## src/rtl/mem_stage_pkg.sv

```systemverilog
// Shared types and constants for the MEM pipeline stage.
// Holds the FSM state encoding, the alignment mask and the datapath widths.
package mem_stage_pkg;

    localparam int unsigned DataW = 32;
    localparam int unsigned RegW  = 5;

    localparam logic [1:0] WORD_ALIGN_MASK = 2'b11;

    typedef enum logic {
        StIdle   = 1'b0,
        StAccess = 1'b1
    } state_e;

    function automatic logic is_word_aligned(input logic [DataW-1:0] addr);
        return (addr[1:0] & WORD_ALIGN_MASK) == 2'b00;
    endfunction

endpackage

```

## src/rtl/mem_stage_if.sv

```systemverilog
// Request/acknowledge data-memory bus between the MEM stage (master) and memory (slave).
interface mem_stage_if;
    import mem_stage_pkg::*;

    logic             dmem_req;
    logic             dmem_we;
    logic [DataW-1:0] dmem_addr;
    logic [DataW-1:0] dmem_wdata;
    logic             dmem_ack;
    logic [DataW-1:0] dmem_rdata;

    modport master (
        output dmem_req, dmem_we, dmem_addr, dmem_wdata,
        input  dmem_ack, dmem_rdata
    );

    modport slave (
        input  dmem_req, dmem_we, dmem_addr, dmem_wdata,
        output dmem_ack, dmem_rdata
    );

endinterface

```

## src/rtl/mem_stage_memwb_reg.sv

```systemverilog
// MEM/WB pipeline register: load captures the inputs, bubble clears it, otherwise it holds.
module memwb_reg
    import mem_stage_pkg::*;
(
    input  logic             clk_i,
    input  logic             rst_i,
    input  logic             load_i,
    input  logic             bubble_i,
    input  logic             valid_i,
    input  logic             mem_to_reg_i,
    input  logic             reg_write_i,
    input  logic [DataW-1:0] alu_out_i,
    input  logic [DataW-1:0] read_data_i,
    input  logic [RegW-1:0]  rd_i,
    output logic             valid_o,
    output logic             mem_to_reg_o,
    output logic             reg_write_o,
    output logic [DataW-1:0] alu_out_o,
    output logic [DataW-1:0] read_data_o,
    output logic [RegW-1:0]  rd_o
);

    always_ff @(posedge clk_i) begin
        if (rst_i || (bubble_i && !load_i)) begin
            valid_o      <= 1'b0;
            mem_to_reg_o <= 1'b0;
            reg_write_o  <= 1'b0;
            alu_out_o    <= '0;
            read_data_o  <= '0;
            rd_o         <= '0;
        end else if (load_i) begin
            valid_o      <= valid_i;
            mem_to_reg_o <= mem_to_reg_i;
            reg_write_o  <= reg_write_i;
            alu_out_o    <= alu_out_i;
            read_data_o  <= read_data_i;
            rd_o         <= rd_i;
        end
    end

endmodule

```

## src/rtl/mem_stage.sv

```systemverilog
// MEM pipeline stage: issues one load/store at a time over a req/ack bus with timeout,
// stalls upstream while the access is outstanding and feeds the MEM/WB register.
module mem_stage
    import mem_stage_pkg::*;
#(
    parameter int unsigned MEM_TIMEOUT = 16,
    parameter int unsigned CNT_W       = 5
) (
    input  logic             clk_i,
    input  logic             rst_i,
    input  logic             ExMem_valid_i,
    input  logic             ExMem_MemRead_i,
    input  logic             ExMem_MemWrite_i,
    input  logic             ExMem_WB_MemToReg_i,
    input  logic             ExMem_WB_RegWrite_i,
    input  logic [DataW-1:0] ExMem_ALUOut_i,
    input  logic [DataW-1:0] ExMem_writeData_i,
    input  logic [RegW-1:0]  ExMem_rd_i,
    mem_stage_if.master      dmem,
    output logic             Mem_stall_o,
    output logic             Mem_err_o,
    output logic             MemWB_valid_o,
    output logic             MemWB_WB_MemToReg_o,
    output logic             MemWB_WB_RegWrite_o,
    output logic [DataW-1:0] MemWB_readData_o,
    output logic [DataW-1:0] MemWB_ALUOut_o,
    output logic [RegW-1:0]  MemWB_rd_o
);

    state_e           state_q;
    logic [CNT_W-1:0] cnt_q;
    logic             req_q, we_q, err_q;
    logic [DataW-1:0] addr_q, wdata_q;
    // WB controls captured at issue so completion never re-reads the held EX/MEM values.
    logic             mem_to_reg_q, reg_write_q;
    logic [RegW-1:0]  rd_q;

    logic             mem_op, aligned, timeout;
    logic             wb_load, wb_valid, wb_m2r, wb_rw;
    logic [DataW-1:0] wb_alu, wb_rdata;
    logic [RegW-1:0]  wb_rd;

    assign mem_op  = ExMem_valid_i & (ExMem_MemRead_i | ExMem_MemWrite_i);
    assign aligned = is_word_aligned(ExMem_ALUOut_i);
    assign timeout = (cnt_q == CNT_W'(MEM_TIMEOUT - 1));

    always_comb begin
        wb_load     = 1'b0;
        wb_valid    = 1'b0;
        wb_m2r      = 1'b0;
        wb_rw       = 1'b0;
        wb_alu      = '0;
        wb_rdata    = '0;
        wb_rd       = '0;
        Mem_stall_o = 1'b0;
        if (state_q == StIdle) begin
            if (ExMem_valid_i && !mem_op) begin
                wb_load  = 1'b1;
                wb_valid = 1'b1;
                wb_m2r   = ExMem_WB_MemToReg_i;
                wb_rw    = ExMem_WB_RegWrite_i;
                wb_alu   = ExMem_ALUOut_i;
                wb_rd    = ExMem_rd_i;
            end else if (mem_op && aligned) begin
                Mem_stall_o = 1'b1;
            end
        end else begin
            Mem_stall_o = ~dmem.dmem_ack & ~timeout;
            if (dmem.dmem_ack || timeout) begin
                wb_load  = 1'b1;
                wb_valid = 1'b1;
                wb_m2r   = mem_to_reg_q;
                wb_rw    = dmem.dmem_ack & reg_write_q;
                wb_alu   = addr_q;
                wb_rd    = rd_q;
                wb_rdata = (dmem.dmem_ack && !we_q) ? dmem.dmem_rdata : '0;
            end
        end
        if (rst_i) Mem_stall_o = 1'b0;
    end

    always_ff @(posedge clk_i) begin
        if (rst_i) begin
            state_q      <= StIdle;
            cnt_q        <= '0;
            req_q        <= 1'b0;
            we_q         <= 1'b0;
            err_q        <= 1'b0;
            addr_q       <= '0;
            wdata_q      <= '0;
            mem_to_reg_q <= 1'b0;
            reg_write_q  <= 1'b0;
            rd_q         <= '0;
        end else begin
            unique case (state_q)
                StIdle: begin
                    if (mem_op && aligned) begin
                        state_q      <= StAccess;
                        cnt_q        <= '0;
                        req_q        <= 1'b1;
                        we_q         <= ExMem_MemWrite_i;
                        addr_q       <= ExMem_ALUOut_i;
                        wdata_q      <= ExMem_writeData_i;
                        mem_to_reg_q <= ExMem_WB_MemToReg_i;
                        reg_write_q  <= ExMem_WB_RegWrite_i;
                        rd_q         <= ExMem_rd_i;
                    end else if (mem_op) begin
                        err_q <= 1'b1;
                    end
                end
                StAccess: begin
                    if (dmem.dmem_ack || timeout) begin
                        state_q <= StIdle;
                        req_q   <= 1'b0;
                        we_q    <= 1'b0;
                        if (!dmem.dmem_ack) err_q <= 1'b1;
                    end else begin
                        cnt_q <= cnt_q + CNT_W'(1);
                    end
                end
                default: state_q <= StIdle;
            endcase
        end
    end

    assign dmem.dmem_req   = req_q;
    assign dmem.dmem_we    = we_q;
    assign dmem.dmem_addr  = addr_q;
    assign dmem.dmem_wdata = wdata_q;
    assign Mem_err_o       = err_q;

    memwb_reg u_memwb_reg (
        .clk_i        (clk_i),
        .rst_i        (rst_i),
        .load_i       (wb_load),
        .bubble_i     (~wb_load),
        .valid_i      (wb_valid),
        .mem_to_reg_i (wb_m2r),
        .reg_write_i  (wb_rw),
        .alu_out_i    (wb_alu),
        .read_data_i  (wb_rdata),
        .rd_i         (wb_rd),
        .valid_o      (MemWB_valid_o),
        .mem_to_reg_o (MemWB_WB_MemToReg_o),
        .reg_write_o  (MemWB_WB_RegWrite_o),
        .alu_out_o    (MemWB_ALUOut_o),
        .read_data_o  (MemWB_readData_o),
        .rd_o         (MemWB_rd_o)
    );

endmodule

```

## src/flat_wrapper.sv

```systemverilog
// flat-port wrapper written by rule: the top's interface ports become plain ports
module mem_stage_flat import mem_stage_pkg::*;
#(
    parameter int unsigned MEM_TIMEOUT = 16,
    parameter int unsigned CNT_W       = 5
)
  (clk_i, rst_i, ExMem_valid_i, ExMem_MemRead_i, ExMem_MemWrite_i, ExMem_WB_MemToReg_i, ExMem_WB_RegWrite_i, ExMem_ALUOut_i, ExMem_writeData_i, ExMem_rd_i, Mem_stall_o, Mem_err_o, MemWB_valid_o, MemWB_WB_MemToReg_o, MemWB_WB_RegWrite_o, MemWB_readData_o, MemWB_ALUOut_o, MemWB_rd_o, dmem_dmem_req, dmem_dmem_we, dmem_dmem_addr, dmem_dmem_wdata, dmem_dmem_ack, dmem_dmem_rdata);
  mem_stage_if dmem_i ();
  input  logic clk_i;
  input  logic rst_i;
  input  logic ExMem_valid_i;
  input  logic ExMem_MemRead_i;
  input  logic ExMem_MemWrite_i;
  input  logic ExMem_WB_MemToReg_i;
  input  logic ExMem_WB_RegWrite_i;
  input  logic [DataW-1:0] ExMem_ALUOut_i;
  input  logic [DataW-1:0] ExMem_writeData_i;
  input  logic [RegW-1:0] ExMem_rd_i;
  output logic Mem_stall_o;
  output logic Mem_err_o;
  output logic MemWB_valid_o;
  output logic MemWB_WB_MemToReg_o;
  output logic MemWB_WB_RegWrite_o;
  output logic [DataW-1:0] MemWB_readData_o;
  output logic [DataW-1:0] MemWB_ALUOut_o;
  output logic [RegW-1:0] MemWB_rd_o;
  output wire logic [$bits(dmem_i.dmem_req)-1:0] dmem_dmem_req;
  output wire logic [$bits(dmem_i.dmem_we)-1:0] dmem_dmem_we;
  output wire logic [$bits(dmem_i.dmem_addr)-1:0] dmem_dmem_addr;
  output wire logic [$bits(dmem_i.dmem_wdata)-1:0] dmem_dmem_wdata;
  input wire logic [$bits(dmem_i.dmem_ack)-1:0] dmem_dmem_ack;
  input wire logic [$bits(dmem_i.dmem_rdata)-1:0] dmem_dmem_rdata;
  assign dmem_dmem_req = dmem_i.dmem_req;
  assign dmem_dmem_we = dmem_i.dmem_we;
  assign dmem_dmem_addr = dmem_i.dmem_addr;
  assign dmem_dmem_wdata = dmem_i.dmem_wdata;
  assign dmem_i.dmem_ack = dmem_dmem_ack;
  assign dmem_i.dmem_rdata = dmem_dmem_rdata;
  mem_stage #(.MEM_TIMEOUT(MEM_TIMEOUT), .CNT_W(CNT_W)) u_core (.clk_i(clk_i), .rst_i(rst_i), .ExMem_valid_i(ExMem_valid_i), .ExMem_MemRead_i(ExMem_MemRead_i), .ExMem_MemWrite_i(ExMem_MemWrite_i), .ExMem_WB_MemToReg_i(ExMem_WB_MemToReg_i), .ExMem_WB_RegWrite_i(ExMem_WB_RegWrite_i), .ExMem_ALUOut_i(ExMem_ALUOut_i), .ExMem_writeData_i(ExMem_writeData_i), .ExMem_rd_i(ExMem_rd_i), .dmem(dmem_i), .Mem_stall_o(Mem_stall_o), .Mem_err_o(Mem_err_o), .MemWB_valid_o(MemWB_valid_o), .MemWB_WB_MemToReg_o(MemWB_WB_MemToReg_o), .MemWB_WB_RegWrite_o(MemWB_WB_RegWrite_o), .MemWB_readData_o(MemWB_readData_o), .MemWB_ALUOut_o(MemWB_ALUOut_o), .MemWB_rd_o(MemWB_rd_o));
endmodule
```

## config.mk

```make
export PLATFORM = sky130hd
export DESIGN_NAME = mem_stage_flat
export DESIGN_NICKNAME = d
export VERILOG_FILES = /design/src/rtl/mem_stage_pkg.sv /design/src/rtl/mem_stage_if.sv /design/src/rtl/mem_stage_memwb_reg.sv /design/src/rtl/mem_stage.sv /design/src/flat_wrapper.sv
export SDC_FILE = /design/constraint.sdc
export NUM_CORES = 1
export LEC_CHECK = 0
export CORE_MARGIN = 3
export CORE_UTILIZATION = 46
export DETAILED_ROUTE_END_ITERATION = 10
export PLACE_DENSITY = 0.81
export SYNTH_ARGS = -nofsm -noshare
export SYNTH_HDL_FRONTEND = slang
export SYNTH_HIERARCHICAL = 1
export SYNTH_SLANG_ARGS = --single-unit
```

## constraint.sdc

```tcl
create_clock -name clk_i -period 3.4 [get_ports clk_i]
set_input_delay 0.68 -clock clk_i [delete_from_list [all_inputs] [get_ports clk_i]]
set_output_delay 0.68 -clock clk_i [all_outputs]
set_load 0.01 [all_outputs]
```

==> results.yml <==
die:
  initial_core_util_pct: 47.2
  pin_count: 249
  fp-row-count: 45
  die_area_um2: 17200
  dieWidth_um: 131
  core-area_um2: 15300
  die_y_um: 131
clock_network:
  cts_setup_buffers: 0
  cts_hold_buf: 0
  cts_root_buffer: "clkbuf_16"
  clkLatencyLatePin_ns: 0.42
  cts_htree_levels: 4
  cts_buffers: 17
  cts.sinks: 152
  cts_tree: "done"
  clockBufferDepth: 2
  path_clk_slew_ns: 0.06
detailed_routing:
  wl_um: 20300
  first_iter_violations: 417
  viasPerCell: 5.42
  vias: 6536
  drt_first_pass_iters: 5
  wl_per_cell_um: 16.9
  drc: 0
  detail-route-antenna-nets: 0
run_status:
  status: "complete, no violations"
grt:
  antenna_found_initial: 0
  grt_max_degree: 152
  grt_pass1_wl_um: 31000
  grt_use_total_pct: 22.5
  grt_pass1_vias: 6048
  grt-ovfl-total: 0
pwr:
  powerDensity_nw_per_um2: 407
  peakVddDrop_mv: 0.326
  p_leak_nw: 3.20
synth:
  synth_top_area_cell: "dfxtp_1"
  synth.distinct_cells: 39
  synth_most_common_cell: "dfxtp_1"
  synth.area.top_cells: "dfxtp_1 42%, o32ai_2 16%, a21oi_1 5.2%"
  netlist_top_cells_count: "152 x dfxtp_1, 78 x nand2_1, 76 x inv_1"
  ys.flop_type: "dfxtp_1"
  synth_cells: 779
  yosysWarnings: 6
  async_flop_share_pct: 0
  synth_seq_area_share_pct: 42.3
  ys_ff_latch: 152
  yosysTopAreaCellShare_pct: 42.3
  syn-cell-area_um2: 7200
  synth-edff-count: 0
  avgSynthCellArea_um2: 9.24
  syn_nets: 890
setup_path:
  cp-start-kind: "flop"
  rr_worst_depth: 8
  endpoint_kind: "output pin"
  worst-path-max-fanout: 4
  rrSetupSlack_ns: 1.05
  rr_startpoint: "u_core/cnt_q[1]"
  cp.arrival_ns: 2.31
  timing.rr.end: "u_core/u_memwb_reg/alu_out_o[28]"
  critical_path_class: "flop to output pin"
  cp.required_ns: 2.72
placement:
  dp_hpwl_um: 13400
  port_buffers: 248
  gp_congestion: 0.864
sta:
  timing.final.crit_share_pct: 87.8
  setup_viol: 0
  hold_violations: 0
  slew_headroom_pct: 40.7
  slew_viol_final: 0
  finClkSkew_ns: 0.00791
  setup-tns-final_ns: 0
  fin_crit_ns: 2.99
  grt_setup_unrepaired: "no"
  worstMarginPinSlew_ns: 0.890
  timing.fmax_mhz: 335
finish:
  drive_gt1_share_pct: 13.4
  fin_util_pct: 67.1
  area_growth_pct: 42.3
  fin_nets: 1094
hold_path:
  holdPathEnd: "u_core/Mem_err_o"
  hold_path_class: "flop to flop"
  hold_path_depth: 2
  holdCritStartpoint: "u_core/Mem_err_o"
job:
  timing.max_cap.violations: 0
-- per-layer routing --
metal	GRT usage (%)	wire, um	vias up
li1	-	-	3167
met1	29.8	8840	3127
met2	35.3	9620	215
met3	6.69	1530	27
met4	7.44	352	0
met5	0	0	-
-- logic make-up (layout without fill, tap and decap cells) --
logic type	Yosys count	after routing	synth area share, %
AOI/OAI and AO/OA	267	267	32.2
and+or+nand+nor	198	198	13.7
buffers and inverters	159	375	11.3
DFF	152	152	42.3
adders and majority gates	2	2	0.348
muxes	1	1	0.156
other	0	1	0
-- where the power goes --
group / internal, mW / switching, mW
Sequential: 1.81 / 0.0170
Combinational: 0.225 / 0.235
Clock: 1.15 / 0.728
-- cells in the final DEF (no fill, tap or decap), drive strengths merged, types with 6 or more instances in the layout --
cell	n
clkbuf	19
nand2	78
o32ai	72
buf	21
dfxtp	152
nand3	71
a22o	38
a21oi	75
o21ai	72
and2	32
clkinv	6
inv	76
clkdlybuf4s50	246
-- how the worst max path moves through the flow --
stage	startpoint	endpoint	slack (ns)	depth (start not counted)
floorplan	u_core/cnt_q[0]	u_core/u_memwb_reg/alu_out_o[0]	1.02	9
global placement	dmem_dmem_ack	Mem_stall_o	0.36	4
detailed placement	dmem_dmem_ack	Mem_stall_o	0.35	4
CTS	u_core/cnt_q[1]	Mem_stall_o	0.01	6
global route	u_core/cnt_q[1]	Mem_stall_o	0.32	6
finish	u_core/cnt_q[1]	Mem_stall_o	0.41	6
-- worst max-delay path, stage by stage, from the launching register on --
cell	delay, ns
dfxtp_1	0.35
ha_1	0.21
and3_1	0.18
ha_1	0.24
or3b_2	0.55
a21oi_1	0.19
dlymetal6s2s_1	0.18
-- registers in the layout, summed over array words and instances, names as in the netlist --
register                         flops
u_core/rd_q                          5
u_core/dmem.dmem_we                  1
u_core/mem_to_reg_q                  1
u_core/reg_write_q                   1
u_core/dmem.dmem_wdata              32
u_core/u_memwb_reg/mem_to_reg_o      1
u_core/u_memwb_reg/rd_o              5
u_core/u_memwb_reg/alu_out_o        32
u_core/u_memwb_reg/read_data_o      32
u_core/u_memwb_reg/valid_o           1
u_core/cnt_q                         5
u_core/dmem.dmem_addr               32
u_core/Mem_err_o                     1
u_core/u_memwb_reg/reg_write_o       1
u_core/dmem.dmem_req                 1
u_core/state_q                       1
-- cell type report --
class                           count  area [um^2]
Antenna cell                        1         2.50
Timing Repair Buffer              268         2700
Multi-Input combinational cell    468         3360
Tap cell                          211          264
Sequential cell                   152         3040
Clock inverter                     12          154
Clock buffer                       19          433
Inverter                           76          285
Fill cell                        1244         5020
-- per-stage QoR --
stage	hold slack (ns)	total power, mW	cells	worst slack [ns]	cell area [um^2]
after CTS	0.473	4.21	1206	0.0125	10200
after global routing	0.492	4.31	1206	0.322	10200
after detailed placement	0.453	2.32	1175	0.351	9640
after global placement	0.438	2.32	1175	0.364	9640
final	0.468	4.16	1207	0.413	10200
after floorplan	0.443	2.10	779	1.02	7200
-- timing repair --
item,in CTS,in global routing
endpoints found under the hold margin,0,0
setup endpoints to repair,0,1
resized for setup,0,1
No activity file was read; power rests on OpenSTA's default activity.
